--- src/rtl/vga_pkg.sv ---
// Shared VGA raster defaults, pixel/pipeline types and the RGB332 -> RGB888 expansion.
package vga_pkg;

  localparam int CLK_DIV_DEF  = 2;
  localparam int H_ACTIVE_DEF = 640;
  localparam int H_FP_DEF     = 16;
  localparam int H_SYNC_DEF   = 96;
  localparam int H_BP_DEF     = 48;
  localparam int V_ACTIVE_DEF = 480;
  localparam int V_FP_DEF     = 10;
  localparam int V_SYNC_DEF   = 2;
  localparam int V_BP_DEF     = 33;
  localparam int IMG_W_DEF    = 256;
  localparam int IMG_H_DEF    = 256;

  localparam int H_TOTAL = H_ACTIVE_DEF + H_FP_DEF + H_SYNC_DEF + H_BP_DEF;
  localparam int V_TOTAL = V_ACTIVE_DEF + V_FP_DEF + V_SYNC_DEF + V_BP_DEF;

  typedef struct packed {
    logic [2:0] r;
    logic [2:0] g;
    logic [1:0] b;
  } rgb332_t;

  typedef struct packed {
    logic [7:0] r;
    logic [7:0] g;
    logic [7:0] b;
  } rgb888_t;

  // Stage-0 decode carried one tick forward to line up with the memory read.
  typedef struct packed {
    logic hs_n;
    logic vs_n;
    logic de;
    logic img;
    logic org;
  } stage_t;

  typedef struct packed {
    logic    hs_n;
    logic    vs_n;
    logic    de;
    logic    fs;
    rgb888_t rgb;
  } pins_t;

  localparam stage_t STAGE_RST = '{hs_n: 1'b1, vs_n: 1'b1, de: 1'b0, img: 1'b0, org: 1'b0};
  localparam pins_t  PINS_RST  = '{hs_n: 1'b1, vs_n: 1'b1, de: 1'b0, fs: 1'b0, rgb: '0};

  function automatic rgb888_t expand332(input rgb332_t p);
    rgb888_t c;
    c.r = {p.r, p.r, p.r[2:1]};
    c.g = {p.g, p.g, p.g[2:1]};
    c.b = {p.b, p.b, p.b, p.b};
    return c;
  endfunction

endpackage

--- src/rtl/vga_timing.sv ---
// Pixel-tick divider and raster counters with combinational stage-0 sync/active decode.
module vga_timing
  import vga_pkg::*;
#(
  parameter int CLK_DIV  = CLK_DIV_DEF,
  parameter int H_ACTIVE = H_ACTIVE_DEF,
  parameter int H_FP     = H_FP_DEF,
  parameter int H_SYNC   = H_SYNC_DEF,
  parameter int H_BP     = H_BP_DEF,
  parameter int V_ACTIVE = V_ACTIVE_DEF,
  parameter int V_FP     = V_FP_DEF,
  parameter int V_SYNC   = V_SYNC_DEF,
  parameter int V_BP     = V_BP_DEF,
  localparam int HT = H_ACTIVE + H_FP + H_SYNC + H_BP,
  localparam int VT = V_ACTIVE + V_FP + V_SYNC + V_BP,
  localparam int HW = $clog2(HT),
  localparam int VW = $clog2(VT)
) (
  input  logic          clk,
  input  logic          rst,
  output logic          tick,
  output logic [HW-1:0] hcnt,
  output logic [VW-1:0] vcnt,
  output logic          hs_n,
  output logic          vs_n,
  output logic          active
);

  localparam int DW = (CLK_DIV > 1) ? $clog2(CLK_DIV) : 1;
  localparam logic [DW-1:0] DIV_LAST = DW'(CLK_DIV - 1);
  localparam logic [HW-1:0] H_LAST   = HW'(HT - 1);
  localparam logic [VW-1:0] V_LAST   = VW'(VT - 1);
  localparam logic [HW-1:0] HS_FIRST = HW'(H_ACTIVE + H_FP);
  localparam logic [HW-1:0] HS_LAST  = HW'(H_ACTIVE + H_FP + H_SYNC - 1);
  localparam logic [VW-1:0] VS_FIRST = VW'(V_ACTIVE + V_FP);
  localparam logic [VW-1:0] VS_LAST  = VW'(V_ACTIVE + V_FP + V_SYNC - 1);
  localparam logic [HW-1:0] H_ACT    = HW'(H_ACTIVE);
  localparam logic [VW-1:0] V_ACT    = VW'(V_ACTIVE);

  logic [DW-1:0] div_q, div_d;
  logic [HW-1:0] hcnt_q, hcnt_d;
  logic [VW-1:0] vcnt_q, vcnt_d;

  always_ff @(posedge clk or posedge rst) begin
    if (rst) begin
      div_q  <= '0;
      hcnt_q <= '0;
      vcnt_q <= '0;
    end else begin
      div_q  <= div_d;
      hcnt_q <= hcnt_d;
      vcnt_q <= vcnt_d;
    end
  end

  always_comb begin
    tick   = (div_q == '0);
    div_d  = (div_q == DIV_LAST) ? '0 : div_q + 1'b1;
    hcnt_d = hcnt_q;
    vcnt_d = vcnt_q;
    if (tick) begin
      if (hcnt_q == H_LAST) begin
        hcnt_d = '0;
        vcnt_d = (vcnt_q == V_LAST) ? '0 : vcnt_q + 1'b1;
      end else begin
        hcnt_d = hcnt_q + 1'b1;
      end
    end
  end

  assign hcnt   = hcnt_q;
  assign vcnt   = vcnt_q;
  assign hs_n   = !((hcnt_q >= HS_FIRST) && (hcnt_q <= HS_LAST));
  assign vs_n   = !((vcnt_q >= VS_FIRST) && (vcnt_q <= VS_LAST));
  assign active = (hcnt_q < H_ACT) && (vcnt_q < V_ACT);

endmodule

--- src/rtl/vga_frame_reader.sv ---
// Scans an RGB332 image buffer out to VGA at the raster's top-left corner, black elsewhere.
// Stage 0 issues the read on a tick; stage 1 drives all pins one tick later with the returned pixel.
module vga_frame_reader
  import vga_pkg::*;
#(
  parameter int CLK_DIV  = CLK_DIV_DEF,
  parameter int H_ACTIVE = H_ACTIVE_DEF,
  parameter int H_FP     = H_FP_DEF,
  parameter int H_SYNC   = H_SYNC_DEF,
  parameter int H_BP     = H_BP_DEF,
  parameter int V_ACTIVE = V_ACTIVE_DEF,
  parameter int V_FP     = V_FP_DEF,
  parameter int V_SYNC   = V_SYNC_DEF,
  parameter int V_BP     = V_BP_DEF,
  parameter int IMG_W    = IMG_W_DEF,
  parameter int IMG_H    = IMG_H_DEF,
  parameter int ADDR_W   = $clog2(IMG_W * IMG_H)
) (
  input  logic              clk,
  input  logic              rst,
  input  logic              img_valid,
  input  logic [7:0]        mem_rdata,
  output logic [ADDR_W-1:0] mem_addr,
  output logic              mem_rd,
  output logic              vga_hs,
  output logic              vga_vs,
  output logic              vga_de,
  output logic [7:0]        vga_r,
  output logic [7:0]        vga_g,
  output logic [7:0]        vga_b,
  output logic              frame_start
);

  localparam int HW = $clog2(H_ACTIVE + H_FP + H_SYNC + H_BP);
  localparam int VW = $clog2(V_ACTIVE + V_FP + V_SYNC + V_BP);
  localparam int IW = $clog2(IMG_W);
  localparam int YW = ADDR_W - IW;
  localparam logic [HW-1:0] IMG_W_H = HW'(IMG_W);
  localparam logic [VW-1:0] IMG_H_V = VW'(IMG_H);

  logic          tick, hs_n, vs_n, active;
  logic [HW-1:0] hcnt;
  logic [VW-1:0] vcnt;

  vga_timing #(
    .CLK_DIV (CLK_DIV),  .H_ACTIVE(H_ACTIVE), .H_FP(H_FP), .H_SYNC(H_SYNC), .H_BP(H_BP),
    .V_ACTIVE(V_ACTIVE), .V_FP(V_FP), .V_SYNC(V_SYNC), .V_BP(V_BP)
  ) u_timing (
    .clk   (clk),
    .rst   (rst),
    .tick  (tick),
    .hcnt  (hcnt),
    .vcnt  (vcnt),
    .hs_n  (hs_n),
    .vs_n  (vs_n),
    .active(active)
  );

  logic in_img, at_origin;
  assign in_img    = (hcnt < IMG_W_H) && (vcnt < IMG_H_V);
  assign at_origin = (hcnt == '0) && (vcnt == '0);

  logic [ADDR_W-1:0] addr_q, addr_d;
  logic              rd_q, rd_d;
  logic              show_q, show_d;
  stage_t            s0_q, s0_d;
  pins_t             out_q, out_d;

  always_ff @(posedge clk or posedge rst) begin
    if (rst) begin
      addr_q <= '0;
      rd_q   <= 1'b0;
      show_q <= 1'b0;
      s0_q   <= STAGE_RST;
      out_q  <= PINS_RST;
    end else begin
      addr_q <= addr_d;
      rd_q   <= rd_d;
      show_q <= show_d;
      s0_q   <= s0_d;
      out_q  <= out_d;
    end
  end

  always_comb begin
    addr_d   = addr_q;
    rd_d     = 1'b0;
    show_d   = show_q;
    s0_d     = s0_q;
    out_d    = out_q;
    out_d.fs = 1'b0;
    if (tick) begin
      rd_d = in_img;
      // Address holds outside the image, so it never runs past the last pixel.
      if (in_img) addr_d = {vcnt[YW-1:0], hcnt[IW-1:0]};
      if (at_origin) show_d = img_valid;
      s0_d = '{hs_n: hs_n, vs_n: vs_n, de: active, img: in_img, org: at_origin};
      out_d.hs_n = s0_q.hs_n;
      out_d.vs_n = s0_q.vs_n;
      out_d.de   = s0_q.de;
      out_d.fs   = s0_q.org;
      // show_q here is still the value latched for the frame the stage-0 pixel belongs to.
      out_d.rgb  = (s0_q.img && show_q) ? expand332(rgb332_t'(mem_rdata)) : '0;
    end
  end

  assign mem_addr    = addr_q;
  assign mem_rd      = rd_q;
  assign vga_hs      = out_q.hs_n;
  assign vga_vs      = out_q.vs_n;
  assign vga_de      = out_q.de;
  assign vga_r       = out_q.rgb.r;
  assign vga_g       = out_q.rgb.g;
  assign vga_b       = out_q.rgb.b;
  assign frame_start = out_q.fs;

endmodule

--- config.mk ---
export PLATFORM = sky130hd
export DESIGN_NAME = vga_frame_reader
export DESIGN_NICKNAME = d
export VERILOG_FILES = /design/src/rtl/vga_pkg.sv /design/src/rtl/vga_timing.sv /design/src/rtl/vga_frame_reader.sv
export SDC_FILE = /design/constraint.sdc
export NUM_CORES = 1
export LEC_CHECK = 0
export CORE_MARGIN = 2
export CORE_UTILIZATION = 57
export CTS_BUF_LIST = sky130_fd_sc_hd__clkbuf_2 sky130_fd_sc_hd__clkbuf_4 sky130_fd_sc_hd__clkbuf_8
export DETAILED_ROUTE_END_ITERATION = 6
export DONT_BUFFER_PORTS = 1
export PLACE_DENSITY = 0.72
export SLEW_MARGIN = 20
export SYNTH_ARGS = -nofsm -noshare
export SYNTH_HDL_FRONTEND = slang
export SYNTH_SLANG_ARGS = --single-unit
export TNS_END_PERCENT = 10
--- constraint.sdc ---
create_clock -name clk -period 5.55 [get_ports clk]
set_clock_uncertainty 0.15 [all_clocks]
set_input_delay 1.11 -clock clk [delete_from_list [all_inputs] [get_ports clk]]
set_output_delay 1.11 -clock clk [all_outputs]
set_load 0.02 [all_outputs]
* Word level (Yosys, flattened, before mapping)
Index checks and enable logic that the tools add are counted.
** Operators by class
- Add/sub/neg operators :: 3
- Magnitude comparators :: 8
- Equality and inequality tests :: 2
- Mux-type cells :: 6
- Bitwise logic cells :: 1
- Reduce and logical (&&, ||, !) cells :: 13
** Operators by type and width (count)
- less-than comparator 10 x 9 -> 1 bit, second input constant :: 3
- two-way mux 25 bit :: 1
- two-way mux 24 bit :: 1
- adder 10 x 1 -> 10 bit, second input constant :: 2
- == test 10 bit, second input constant :: 2
- zero test 10 bit :: 2
- two-way mux 10 bit :: 2
- greater-or-equal comparator 10 bit, second input constant :: 1
- greater-or-equal comparator 10 x 9 -> 1 bit, second input constant :: 1
- less-or-equal comparator 10 bit, second input constant :: 1
- less-or-equal comparator 10 x 9 -> 1 bit, second input constant :: 1
- less-than comparator 10 bit, second input constant :: 1
- logical AND 1 bit :: 6
- AND reduction 2 bit :: 3
- zero test 1 bit :: 2
- two-way mux 1 bit :: 2
- adder 1 bit, second input constant :: 1
- NOT 1 bit :: 1
** Word-level totals
- Flip-flop bits (word level) :: 72
- Input port bits :: 11
- Word-level logic and storage cells :: 51

* Logic depth before layout (Yosys ltp)
Gate-level depths: netlist (run 1).
- Depth after elaboration :: 3
- Depth in mapped cells :: 6
- Depth with buffers taken out :: 6

* Cells and area by module
Synthesis (run 1) repeated with hierarchy kept, for this count alone.
** Second synthesis, totals
- Cell total of the unflattened synthesis :: 228
- Area total of the unflattened synthesis :: 2676.3 um^2
** By module, submodules not included
- vga_frame_reader :: instances 1, cells each 108, area each 1519.0 um^2, seq. area each 880.8 um^2
- vga_timing :: instances 1, cells each 120, area each 1157.4 um^2, seq. area each 525.5 um^2

* Least setup slack after synthesis (run 1)
No wires, ideal clock.
- Path type :: register to register
- From :: register u_timing.hcnt_q[0], in the netlist u_timing.hcnt[0]
- To :: register show_q
- Arrival :: 1.696 ns
- Path slack :: 3.576 ns
- Cell stages (with the launch flop) :: 7
- Path buffers :: 0
- Path through :: dfrtp_1 > inv_1 > ha_1 > or4b_1 > nor4_1 > nand4b_1 > mux2_1
** Between the ends
- Word-level cells in the longest chain between the ends :: 3
** RTL lines
- start: declaration :: RTL line vga_timing.sv:41 : logic [HW-1:0] hcnt_q, hcnt_d;
- start signal: assignment :: RTL line vga_timing.sv:51 : hcnt_q <= hcnt_d;
- zero test 10 bit :: RTL line vga_frame_reader.sv:61 : assign at_origin = (hcnt == '0) && (vcnt == '0);
- logical AND 1 bit :: RTL line vga_frame_reader.sv:61
- AND reduction 2 bit (no line)
- end signal: assignment :: RTL line vga_frame_reader.sv:79 : show_q <= show_d;
- end: declaration :: RTL line vga_frame_reader.sv:65 : logic show_q, show_d;
No other way between the ends.
A chain may end at the register's enable or synchronous reset.

* Worst setup path in the final report (run 1)
- From :: register u_timing.div_q
- To :: register u_timing.vcnt_q[8], in the netlist u_timing.vcnt[8]
** Between the ends
- Word-level cells in the longest chain between the ends :: 2
** RTL lines
- start: declaration :: RTL line vga_timing.sv:40 : logic [DW-1:0] div_q, div_d;
- start signal: assignment :: RTL line vga_timing.sv:50 : div_q <= div_d;
- NOT 1 bit (no line)
- AND reduction 2 bit (no line)
- end signal: assignment :: RTL line vga_timing.sv:52 : vcnt_q <= vcnt_d;
- end: declaration :: RTL line vga_timing.sv:42 : logic [VW-1:0] vcnt_q, vcnt_d;
No other way between the ends.

==> results of run 1 <==
flip-flops by register name (all words and copies together) (netlist names):
register	cells
u_timing.vcnt	10
mem_addr	16
u_timing.hcnt	10
vga_g	3
show_q	1
mem_rd	1
vga_b	2
vga_vs	1
frame_start	1
vga_r	3
u_timing.div_q	1
s0_q	5
vga_de	1
vga_hs	1
worst register-to-register path, delay by kind of cell (launching register included):
kind                   cells  cell delay (ns)
muxes                      1             0.35
buffers and inverters      1             0.24
DFF                        1             0.37
and+or+nand+nor            3             1.38
per-layer routing:
layer,GRT usage (%),share of wire (%)
met5,0,0
met1,24.12,46
met2,28.91,47
met4,5.660,0.63
met3,5.345,6.7
logic make-up after synthesis:
logic type / count (synthesis)
compound gates: 24
simple gates: 80
flops: 56
fa+ha+maj: 4
mux: 22
buf+inv: 37
xor+xnor: 11
final timing paths:
| kind | startpoint | end | slack, ns | cells past startpoint |
|---|---|---|---|---|
| setup / recovery | u_timing.div_q$_DFF_PP0_ | u_timing.vcnt[8]$_DFFE_PP0P_ | 2.96 | 5 |
| hold / removal | s0_q[4]$_DFFE_PP1N_ | s0_q[4]$_DFFE_PP1N_ | 0.33 | 2 |
| setup reg to reg | u_timing.div_q$_DFF_PP0_ | u_timing.vcnt[8]$_DFFE_PP0P_ | 2.96 | 5 |
| hold reg to reg | s0_q[4]$_DFFE_PP1N_ | s0_q[4]$_DFFE_PP1N_ | 0.33 | 2 |
| max in group asynchronous | rst | u_timing.hcnt[1]$_DFFE_PP0N_ | 4.08 | 2 |
| min in group asynchronous | rst | u_timing.hcnt[7]$_DFFE_PP0N_ | 0.72 | 2 |
metrics by stage:
step / total power [µW] / worst slack (ns) / instance area [µm²] / utilization (%)
2_1_floorplan: 452.3 / 2.925 / 2604 / -
3_3_place_gp: 447.4 / 3.000 / 2510 / 57.25
3_5_place_dp: 447.7 / 2.945 / 2510 / 57.25
4_1_cts: 797.3 / 2.936 / 2669 / 60.87
5_1_grt: 819.2 / 2.710 / 2669 / 60.87
6_report: 787.5 / 2.962 / 2669 / 60.87
area by class of cell:
cell class / instances / area [µm²] / area share, %
well taps: 52 / 65.06 / 2.438
repair buffers: 2 / 15.01 / 0.5626
clock inverters: 3 / 90.09 / 3.376
inverters: 11 / 41.29 / 1.547
multi-input cells: 141 / 982.2 / 36.80
clock buffers: 5 / 68.82 / 2.579
flip-flops and latches: 56 / 1406 / 52.70
cells in the final DEF, fill, tap and decap left out, types with 4 or more instances in the layout:
cell / netlist / layout
sky130_fd_sc_hd__dfrtp_1: 52 / 52
sky130_fd_sc_hd__nand2_1: 27 / 27
sky130_fd_sc_hd__mux2_2: 17 / 17
sky130_fd_sc_hd__o21ai_0: 16 / 16
sky130_fd_sc_hd__nor2_1: 12 / 12
sky130_fd_sc_hd__inv_1: 11 / 10
sky130_fd_sc_hd__xnor2_1: 9 / 9
sky130_fd_sc_hd__nand3_1: 8 / 8
sky130_fd_sc_hd__nand4_1: 6 / 6
sky130_fd_sc_hd__clkbuf_8: 0 / 5
sky130_fd_sc_hd__nor4_1: 4 / 4
sky130_fd_sc_hd__ha_1: 4 / 4
sky130_fd_sc_hd__dfstp_2: 4 / 4
cell usage after synthesis, types with 6 or more instances:
cell | n | area (µm²)
sky130_fd_sc_hd__nand4_1 | 6 | 37.54
sky130_fd_sc_hd__nand3_1 | 8 | 40.04
sky130_fd_sc_hd__o21ai_0 | 16 | 80.08
sky130_fd_sc_hd__mux2_2 | 17 | 191.4
sky130_fd_sc_hd__inv_1 | 11 | 41.29
sky130_fd_sc_hd__xnor2_1 | 9 | 78.83
sky130_fd_sc_hd__buf_4 | 18 | 135.1
sky130_fd_sc_hd__nand2_1 | 27 | 101.4
sky130_fd_sc_hd__nor2_1 | 12 | 45.04
sky130_fd_sc_hd__dfrtp_1 | 52 | 1301
power by group through the flow:
stage | Sequential (µW) | Combinational [µW] | Clock (µW)
after CTS | 426 | 13.5 | 358
final | 426 | 12.7 | 349
after global routing | 427 | 16.0 | 376
after floorplan | 426 | 26.7 | 0
after detailed placement | 434 | 13.6 | 0
after global placement | 434 | 13.3 | 0
==> results list, run 1 <==
- Largest net degree at the start of global routing: 57
- Lkg Pwr: 0.001189 µW
- Net switching is 18.87% of the power.
* Share of the yosys chip area belonging to registers: 54.01%
- Main combinational cell family by area after synthesis: simple AND/OR/NAND/NOR gates
- Peak Freq: 386.4 MHz
* Clk Latency, worst-skew pair: 0.30 ns
- Internal power comes to 638.9 µW.
- Run status: finished, final reports clean
* Final Wtd Congestion: 0.8253
- After detailed routing, the number of vias per cell comes to 5.778.
- Combinational logic is responsible for 1.6% of the overall power.
* Count of buffering cells on the critical path with inverters included: 1
- Synthesis instantiated 43 different standard cells from the library.
- Relative contribution of sequential cells to total power: 54.1%
* Initial cell density of the core: 59.39%
- Hold_buf cts: 0
* Worst slew pin tran: 0.9775 ns
- Clock tree from TritonCTS: built
* Aggregate global-route resource usage: 18.12%
* Critical path capture point type: register
* Net switching component of the power: 148.6 µW
* Worst-case vdd ir drop: 0.1334 mV
- After clock tree synthesis, the repair step resized 0 gates.
* Remaining DRCs: 0
* Worst path top cell family by delay: simple AND/OR/NAND/NOR gates
- Synthesis produced a netlist whose cell count is 234.
- Startpoint type of the worst setup path: register
* Data required time at the worst endpoint: 5.59 ns
- Among all flip-flop cells after synthesis, the most frequent one is sky130_fd_sc_hd__dfrtp_1.
* Global-route wire length before repair: 7334 µm
- Post-synthesis to final-layout area growth: 2.499%
* Antenna Nets Post-Route: 0
- HPWL reported at the end of detailed placement: 2766 µm
* Total vias in the final route: 1560
- CTS placed an instance of sky130_fd_sc_hd__clkbuf_8 at the clock tree root.
- Fraction of power consumed by the clock network: 44.3%
- Vias in the first global route: 1615
* Minimum clock period after layout: 2.588 ns
- Maximum Capacitance Violations: 0
- A synthesized cell averages 11.13 µm².
- Share of the synthesized netlist area taken by xor and xnor gates: 3.700%
- Cells with a size suffix above 1 make up 16.97% of the layout.
* CP max stage delay: 0.86 ns
* H-tree depth: 2
- Share of async-settable or async-resettable flops after synthesis: 100.0%
- Worst-path clk slew: 0.09 ns
- Total routed wirelength: 4139 µm
* Count of flip-flops with a built-in enable after synthesis: 0
- Die Span Y: 71.59 µm
- For this run, the detailed router's first-pass iteration total came to 4.
* Synthesized netlist net count: 249
- Across all hold checks on the routed design, the worst slack comes to 0.3272 ns.
- Routed wire length per instance: 15.33 µm
* Total CTS buffers: 5
- Number of antenna violations at the first check in global routing: 0
- After filler insertion, the fill cell instance count of the layout stands at 347.
- Mux contribution to synthesized area: 9.370%
- Summed over all layers, the global routing overflow is 0.
- Maximum fanout count along the critical path: 34
- For this run, the number of Yosys warnings is 0.
- Adding up every negative setup slack in the final design gives 0 ns.
- Slowest cell on the critical path: sky130_fd_sc_hd__nor4_4
* Num rows: 24
- Synthesis inferred 56 register bits.
- After the flow finishes, the layout carries non-filler instances totaling 270.
- Layout net count: 232
* Simple logic cell fraction of the synthesized area: 17.06%
* PortBufs: 0
- Post-Synthesis Cell Area: 0.002604 mm²
- Width of the chip: 71.59 µm
* Number of setup buffers added after CTS: 0
- The critical path is of the reg2reg type.
* Overall die area: 0.005124 mm²
* Signal arrival time at the worst endpoint: 2.63 ns
* # IOs: 56
- After Yosys synthesis, full adders, half adders and majority gates account for 1.922% of the synthesized area.
* Clk sinks: 56
* Max-slew violation total from the final report: 0
- In this run the deepest clock path goes through 2 buffers.
- Final hold violations: 0
- Initial drt markers: 77
- Relative max-transition margin: 34.34%
* Placeable core region: 0.004384 mm²
- PD cells: 295.1 mW/mm²
* Crit-path cells: buf_4 > nand4b_1 > nor4_4 > nand4_1 > mux2_1
* Placed cell count: 262
- Unrepaired setup endpoints after global routing: false
- The synthesized netlist devotes 5.670% of its cell area to compound gates.
- The worst hold path belongs to the class reg2reg.
- In the finished design, the share of the clock period the worst path needs comes to 46.63%.
* Final number of setup-violating endpoints: 0
* Number of antenna diodes: 0
Note: power is estimated with default switching activity, not from simulation.
==> inputs of run 2 (changes only) <==
--- a/config.mk
+++ b/config.mk
@@ -5,6 +5,7 @@
 export SDC_FILE = /design/constraint.sdc
 export NUM_CORES = 1
 export LEC_CHECK = 0
+export ABC_AREA = 1
 export CORE_MARGIN = 2
 export CORE_UTILIZATION = 57
 export CTS_BUF_LIST = sky130_fd_sc_hd__clkbuf_2 sky130_fd_sc_hd__clkbuf_4 sky130_fd_sc_hd__clkbuf_8
==> constraint.sdc (replaced) <==
create_clock -name clk -period 2.4 [get_ports clk]
set_clock_uncertainty 0.15 [all_clocks]
set_input_delay 0.48 -clock clk [delete_from_list [all_inputs] [get_ports clk]]
set_output_delay 0.48 -clock clk [all_outputs]
set_load 0.02 [all_outputs]
==> run 2 against run 1 <==
  * Register-to-register slack worse by 2.3 ns
  * Final cell count up 35%
  * Die area increased by 4.7%
  * Combinational power rose by 150%
  * Non-clock buffer count is 3 higher
  * Global-route usage up 3.5 points
  * Critical endpoint is now vga_b[1]
  * Largest cell class unchanged
  * Highest routed layer unchanged
==> results list, run 2 <==
- The number of synthesis warnings is 0 (unchanged).
- The fraction of registers with async set/reset is 100.0% (unchanged).
- Worst-case vdd ir drop: 0.2495 mV (+87%)
- The detailed router's first-iteration violation count is 116 (+51%).
* Area of placed instances: 0.002681 mm² (+6.8%)
- Combinational cell fraction of total power: 2.0% (+0.4 points)
* Cell internal pwr: 1192 µW (+87%)
* Worst slew pin tran: 0.7384 ns (-0.2391 ns)
* Post-Synthesis Cell Area: 0.002733 mm² (+4.9%)
- The sequential share of power was 63.5% (+9.4 points).
- The initial standard-cell utilization of the core is 58.63% (-0.76 points).
- Simple logic cell fraction of the synthesized area: 23.49% (+6.4 points)
- Post-synthesis sequential element count: 56 (unchanged)
- Static timing analysis puts the maximum clock frequency at 565.2 MHz.
* Signal arrival time at the worst endpoint: 1.14 ns (-1.49 ns)
- Switching share of power: 23.15% (+4.3 points)
* Layout cells sized above 1: 10.32% (-6.6 points)
* Worst-path clk slew: 0.09 ns (about the same)
- The sum of negative setup slack is 0 ns (unchanged).
- The total nets after synthesis was 336 (+35%).
* Synthesized area per cell: 8.513 µm² (-23%)
* Count of cell types in the netlist: 32 (-26%)
- The cell leakage power came to 0.001312 µW (+10%).
- The number of flops mapped to enable cells by yosys came to 0 (unchanged).
* Ratio of final minimum period to clock period: 73.72%
* Crit path kind: reg2out
- The worst setup path is launched from a register.
- The parity-gate share of the synthesized area counting xor and xnor cells was 2.564% (-1.1 points).
- Relative to the synthesized area, the layout overhead comes to 2.060%.
- The number of search-and-repair iterations in the first detailed-routing pass came to 5 (+1).
* Relative max-transition margin: 50.77% (+16 points)
- The routed wire length was 5206 µm (+26%).
- Clock tree from TritonCTS: built
* # IOs: 56 (unchanged)
- The final standard cell area without fillers is 0.002789 mm² (+4.5%).
* Clk sinks: 56 (unchanged)
- H-tree depth: 2 (unchanged)
- The count of antenna diodes in the layout is 0 (unchanged).
- The count of unresolved DRC violations after routing was 0 (unchanged).
* Maximum Capacitance Violations: 0 (unchanged)
- Setup repair after global routing left no endpoint under its margin.
* Buffer cell driving the clock tree root: sky130_fd_sc_hd__clkbuf_8
* Commonest register cell after synthesis: sky130_fd_sc_hd__dfrtp_1
- The smallest clock period supported by the final layout is computed as 1.769 ns.
- The initial antenna violation count is 0 (unchanged).
- Total vias in the final route: 1983 (+27%)
- The min-delay analysis places its worst path in the category in2reg.
- The global-route congestion overflow total is 0 (unchanged).
- The share of power burned in the clock network came to 34.4% (-9.9 points).
- The number of buffers added to fix hold violations after cts came to 1 (+1).
- Maximum fanout count along the critical path: 5 (-85%)
- The die footprint was 0.005364 mm² (+4.7%).
- By area the synthesized netlist is led by sky130_fd_sc_hd__dfrtp_1, sky130_fd_sc_hd__nand2_1, sky130_fd_sc_hd__o21ai_0.
* Final number of setup-violating endpoints: 0 (unchanged)
* Placeable core region: 0.004661 mm² (+6.3%)
- Num rows: 25 (+4.2%)
- The post-layout net count came to 324 (+40%).
- Clk Latency, worst-skew pair: 0.31 ns (about the same)
- Area share of fa/ha/maj cells after synthesis: 1.832% (-0.091 points)
- The top cell type's share of synthesized area was 47.62% (-2.4 points).
- Run status: finished, final reports clean
* Width of the chip: 73.24 µm (+2.3%)
- HPWL reported at the end of detailed placement: 3810 µm (+38%)
- The combined global-route utilization of all metal layers was 21.66% (+3.5 points).
- Commonest cells in the netlist: sky130_fd_sc_hd__nand2_1, sky130_fd_sc_hd__dfrtp_1, sky130_fd_sc_hd__inv_1
* Cell with the most instances after synthesis: sky130_fd_sc_hd__nand2_1
- The switching power summed over all nets came to 359.1 µW (+140%).
- In the layout the commonest cells are sky130_fd_sc_hd__nand2_1, sky130_fd_sc_hd__dfrtp_1, sky130_fd_sc_hd__inv_1.
* Vias in the first global route: 1859 (+15%)
- Final Wtd Congestion: 0.9284 (+12%)
- Data required time at the worst endpoint: 1.77 ns (-3.82 ns)
- Mapped Cells: 321 (+37%)
* Average via count per standard cell: 5.448 (-5.7%)
- After synthesis, the largest family of logic cells by area is simple AND/OR/NAND/NOR gates.
- The number of buffers added on ports was 0 (unchanged).
- The number of cells upsized or downsized after cts is 0 (unchanged).
- Critical path capture point type: output port
* Count of filler cells inserted in the layout: 394 (+14%)
- Die Span Y: 73.24 µm (+2.3%)
- The area of the multi-input gates was 0.001012 mm² (+3.1%).
- The multiplexer share of the synthesized area is 0% (-9.4 points).
* Max FFs per register: 16 (unchanged)
* PD cells: 556.2 mW/mm² (+88%)
- Number of setup buffers added after CTS: 0 (unchanged)
- The wire length of the first global-routing pass came to 8873 µm (+21%).
- Final hold violations: 0 (unchanged)
* Complex-gate fraction of the synthesized area: 9.158% (+3.5 points)
- Largest net degree at the start of global routing: 38 (-33%)
- The biggest area contributor in the post-synthesis netlist is sky130_fd_sc_hd__dfrtp_1.
- Number of buffers on the longest clock path: 2 (unchanged)
* Antenna Nets Post-Route: 0 (unchanged)
- The total clock buffers created by CTS is 5 (unchanged).
- Routed wire length per instance: 14.30 µm (-6.7%)
* Area taken by flip-flops and latches: 0.001406 mm² (unchanged)
- Most common cell after layout, fill and taps aside: sky130_fd_sc_hd__nand2_1
- Max-slew violation total from the final report: 0 (unchanged)
- The proportion of synthesized chip area in sequential cells is 51.47% (-2.5 points).
==> run 2: logic make-up (layout without fill, tap and decap cells) <==
family                   count (synthesis)  after routing
AND/OR/NAND/NOR                        142            142
buffers and inverters                   64             53
flip-flops                              56             56
AO/OA/AOI/OAI                           47             47
XOR/XNOR                                 8              8
adder cells (fa/ha/maj)                  4              4
==> run 2: metrics by stage <==
step           setup slack, ns  utilization (%)  hold slack, ns  total power [µW]  instances
5_1_grt                 0.5195            59.84          0.1581              1614        364
3_3_place_gp            0.7562            57.53          0.2386              1035        355
3_5_place_dp            0.6625            57.53          0.2443              1036        355
2_1_floorplan           0.4053                -          0.2922              1043        321
6_report                0.6307            59.84          0.1596              1551        364
4_1_cts                 0.6175            59.84          0.1512              1578        364
==> run 2: power by group through the flow <==
stage                     logic, µW  clock network [µW]  registers [µW]
after global routing           37.9                 586             989
after global placement         30.8                   0            1000
after floorplan                58.5                   0             984
final                          31.4                 534             986
after detailed placement       32.0                   0            1000
after CTS                      33.3                 559             986
==> run 2: area by class of cell <==
type	count	area share (%)
inverters	40	5.473
clock buffers	6	2.961
clock inverters	2	0.5384
flip-flops and latches	56	50.43
repair buffers	5	1.884
multi-input cells	201	36.29
well taps	54	2.423
==> run 2: final timing paths <==
check	start	end	slack (ns)	depth (start not counted)
worst max-delay path	vga_b[5]$_DFFE_PP0N_	vga_b[1]	0.63	0
worst min-delay path	mem_rdata[3]	vga_g[6]$_DFFE_PP0N_	0.16	2
worst max register to register	u_timing.div_q$_DFF_PP0_	show_q$_DFFE_PP0P_	0.65	6
worst min register to register	s0_q[3]$_DFFE_PP1N_	vga_vs$_DFFE_PP1N_	0.32	2
max in group asynchronous	rst	vga_vs$_DFFE_PP1N_	1.03	3
min in group asynchronous	rst	mem_rd$_DFF_PP0_	0.47	2
==> run 2: per-layer routing <==
layer / wire [µm] / up-vias / track usage (%)
met1: 2380 / 920 / 29.74
met3: 368 / 8 / 3.867
met2: 2363 / 74 / 34.13
met4: 94 / 0 / 8.436
met5: 0 / - / 0
li1: - / 981 / -
==> inputs of run 3 (changes only) <==
==> constraint.sdc (replaced) <==
create_clock -name clk -period 1.7 [get_ports clk]
set_clock_uncertainty 0.15 [all_clocks]
set_input_delay 0.34 -clock clk [delete_from_list [all_inputs] [get_ports clk]]
set_output_delay 0.34 -clock clk [all_outputs]
set_load 0.02 [all_outputs]
==> run 3 against run 2 <==
  * Worst setup slack worse by 0.58 ns
  * Utilization is 1.9 points higher
  * Global-route usage down 0.42 points
  * Wire length decreased by 0.40%
  * Die area did not move
  * Design area up 3.1%
  * Combinational power is 93% higher
  * Largest power group unchanged
  * Via count is 1.8% higher
  * Critical path type is now reg2reg
  * Clock power increased by 38%
==> results list, run 3 (synthesized netlist as in run 2, its figures left out) <==
- The flow ran to the end, and the final reports show no timing, DRC or antenna violations.
* Startpoint type of the worst setup path: register
- Max-slew violation total from the final report: 0 (unchanged)
* Total grt overflow: 0 (unchanged)
* Layout net count: 334 (+3.1%)
- Static timing analysis puts the maximum clock frequency at 605.2 MHz.
- The critical-path maximum fanout was 7 (+2).
* Average via count per standard cell: 5.396 (-0.96%)
* Signal arrival time at the worst endpoint: 1.75 ns (+0.61 ns)
* Global-route wire length before repair: 8790 µm (-0.94%)
- The detail-routed net length per standard cell is 13.86 µm (-3.1%).
- The cell leakage power was 0.001363 µW (+3.9%).
- Area taken by flip-flops and latches: 0.001406 mm² (unchanged)
- The slew at the pin closest to its max-slew limit came to 0.5619 ns (-0.1766 ns).
- The clock sink count was 56 (unchanged).
* PortBufs: 0 (unchanged)
* Worst-path clk slew: 0.10 ns (about the same)
* Maximum Capacitance Violations: 0 (unchanged)
* Aggregate global-route resource usage: 21.24% (-0.42 points)
* Final number of setup-violating endpoints: 0 (unchanged)
- Total vias in the final route: 2018 (+1.8%)
- Multi-input gate area: 0.001035 mm² (+2.2%)
- Setup Total Neg Slack: 0 ns (unchanged)
* Max FFs per register: 16 (unchanged)
- The sum of net half-perimeters after detailed placement is 3785 µm (-0.66%).
- Dividing the final minimum period by the clock period gives 97.20%.
* Layout cells sized above 1: 14.06% (+3.7 points)
- Clock tree from TritonCTS: built
* Placed cell count: 361 (+1.7%)
- TritonRoute pass-1 iters: 4 (-1)
* Critical path capture point type: register
- Vias in the first global route: 1954 (+5.1%)
- The cell sitting at the root of the clock tree is a sky130_fd_sc_hd__clkbuf_8.
- The largest net degree at the start of global routing is 34 (-11%).
* Placeable core region: 0.004661 mm² (unchanged)
* Final hold violations: 0 (unchanged)
- The die extent in x came to 73.24 µm (unchanged).
- Count of filler cells inserted in the layout: 417 (+5.8%)
* Number of antenna violations at the first check in global routing: 0 (unchanged)
- The vertical die dimension came to 73.24 µm (unchanged).
- The level count of the clock H-tree was 2 (unchanged).
- Relative to the synthesized area, the layout overhead comes to 5.220%.
- The die footprint came to 0.005364 mm² (unchanged).
- Minimum clock period after layout: 1.652 ns
- In the layout the commonest cells are sky130_fd_sc_hd__nand2_1, sky130_fd_sc_hd__dfrtp_1, sky130_fd_sc_hd__inv_1.
- Antenna Nets Post-Route: 0 (unchanged)
- Worst-case vdd ir drop: 0.4000 mV (+60%)
- Path class of the lowest-slack min-delay path: in2reg
* Initial cell density of the core: 58.63% (unchanged)
* Remaining DRCs: 0 (unchanged)
- Number of antenna diodes: 0 (unchanged)
* Number of buffers on the longest clock path: 2 (unchanged)
- Relative max-transition margin: 62.54% (+12 points)
- Num rows: 25 (unchanged)
* Initial drt markers: 165 (+42%)
- The clock insertion delay at the later pin of the skew report was 0.31 ns (about the same).
- # IOs: 56 (unchanged)
- PD cells: 756.2 mW/mm² (+36%)
* Count of placed standard cells in the final layout, fillers left out: 374 (+2.7%)
- The library cell used most frequently in the layout, excluding fill and tap cells, is sky130_fd_sc_hd__nand2_1.
- The endpoint required time on the critical path is 1.80 ns (+0.03 ns).
- The routed wire length was 5185 µm (-0.40%).
- The final RePlAce weighted congestion was 0.9872 (+6.3%).
- The critical path in this run is classified as reg2reg.
* Total CTS buffers: 5 (unchanged)
## run 3: worst max-delay path: stages, from the launching register on
cell and delay, ns:
sky130_fd_sc_hd__dfrtp_1 0.47, sky130_fd_sc_hd__ha_4 0.18, sky130_fd_sc_hd__nand3_4 0.09, sky130_fd_sc_hd__inv_2 0.11, sky130_fd_sc_hd__nand3_4 0.12, sky130_fd_sc_hd__nor2_8 0.19, sky130_fd_sc_hd__buf_4 0.13, sky130_fd_sc_hd__nand4_1 0.07
sky130_fd_sc_hd__nand2_1 0.07
## run 3: path summary, 6_finish.rpt
check                                        startpoint                      endpoint  slack, ns  depth (start not counted)
max reg2reg                u_timing.hcnt[0]$_DFFE_PP0N_  u_timing.vcnt[9]$_DFFE_PP0P_       0.05                          8
min in group asynchronous                           rst           s0_q[0]$_DFFE_PP0N_       0.34                          2
min                                        mem_rdata[6]          vga_r[6]$_DFFE_PP0N_       0.01                          2
min reg2reg                         s0_q[3]$_DFFE_PP1N_            vga_vs$_DFFE_PP1N_       0.33                          2
max in group asynchronous                           rst  u_timing.hcnt[6]$_DFFE_PP0N_       0.45                          3
max                        u_timing.hcnt[0]$_DFFE_PP0N_  u_timing.vcnt[9]$_DFFE_PP0P_       0.05                          8
## run 3: metrics by stage
stage / power (µW) / worst slack (ns) / hold slack [ns] / area (µm²) / utilization [%]
finish: 2174 / 0.04762 / 0.01461 / 2875 / 61.69
global route: 2252 / -0.05397 / 0.003578 / 2875 / 61.69
CTS: 2199 / 0.06237 / 0.008714 / 2820 / 60.51
detailed placement: 1464 / 0.08521 / 0.07271 / 2718 / 58.31
global placement: 1463 / 0.1471 / 0.07081 / 2718 / 58.31
floorplan: 1473 / 0.1427 / 0.2690 / 2736 / -
## run 3: repair_timing
item / in CTS / in global routing
hold buffers: 1 / 0
hold endpoints to repair: 13 / 0
resized for setup: 0 / 6
setup buffers: 0 / 4
endpoints found under the setup margin: 0 / 11
## run 3: metal layers
layer | track usage, % | up-vias | part of all wire, %
li1 | - | 1002 | -
met1 | 27.78 | 942 | 47
met2 | 34.33 | 65 | 46
met3 | 5.387 | 9 | 5.9
met4 | 7.407 | 0 | 1.6
met5 | 0 | - | 0
## run 3: power breakdown
| group | switching (µW) | leakage, µW | internal (µW) |
|---|---|---|---|
| clock network | 427 | 0.0000448 | 310 |
| logic | 47.8 | 0.000612 | 12.9 |
| registers | 34.9 | 0.000707 | 1340 |
## run 3: area by class of cell
type                            count  share of cell area [%]
Sequential cell                    56                   48.91
Multi-Input combinational cell    201                   35.99
Inverter                           40                   5.527
Timing Repair Buffer               15                   4.003
Clock buffer                        6                   2.654
Tap cell                           54                   2.350
Clock inverter                      2                  0.5657
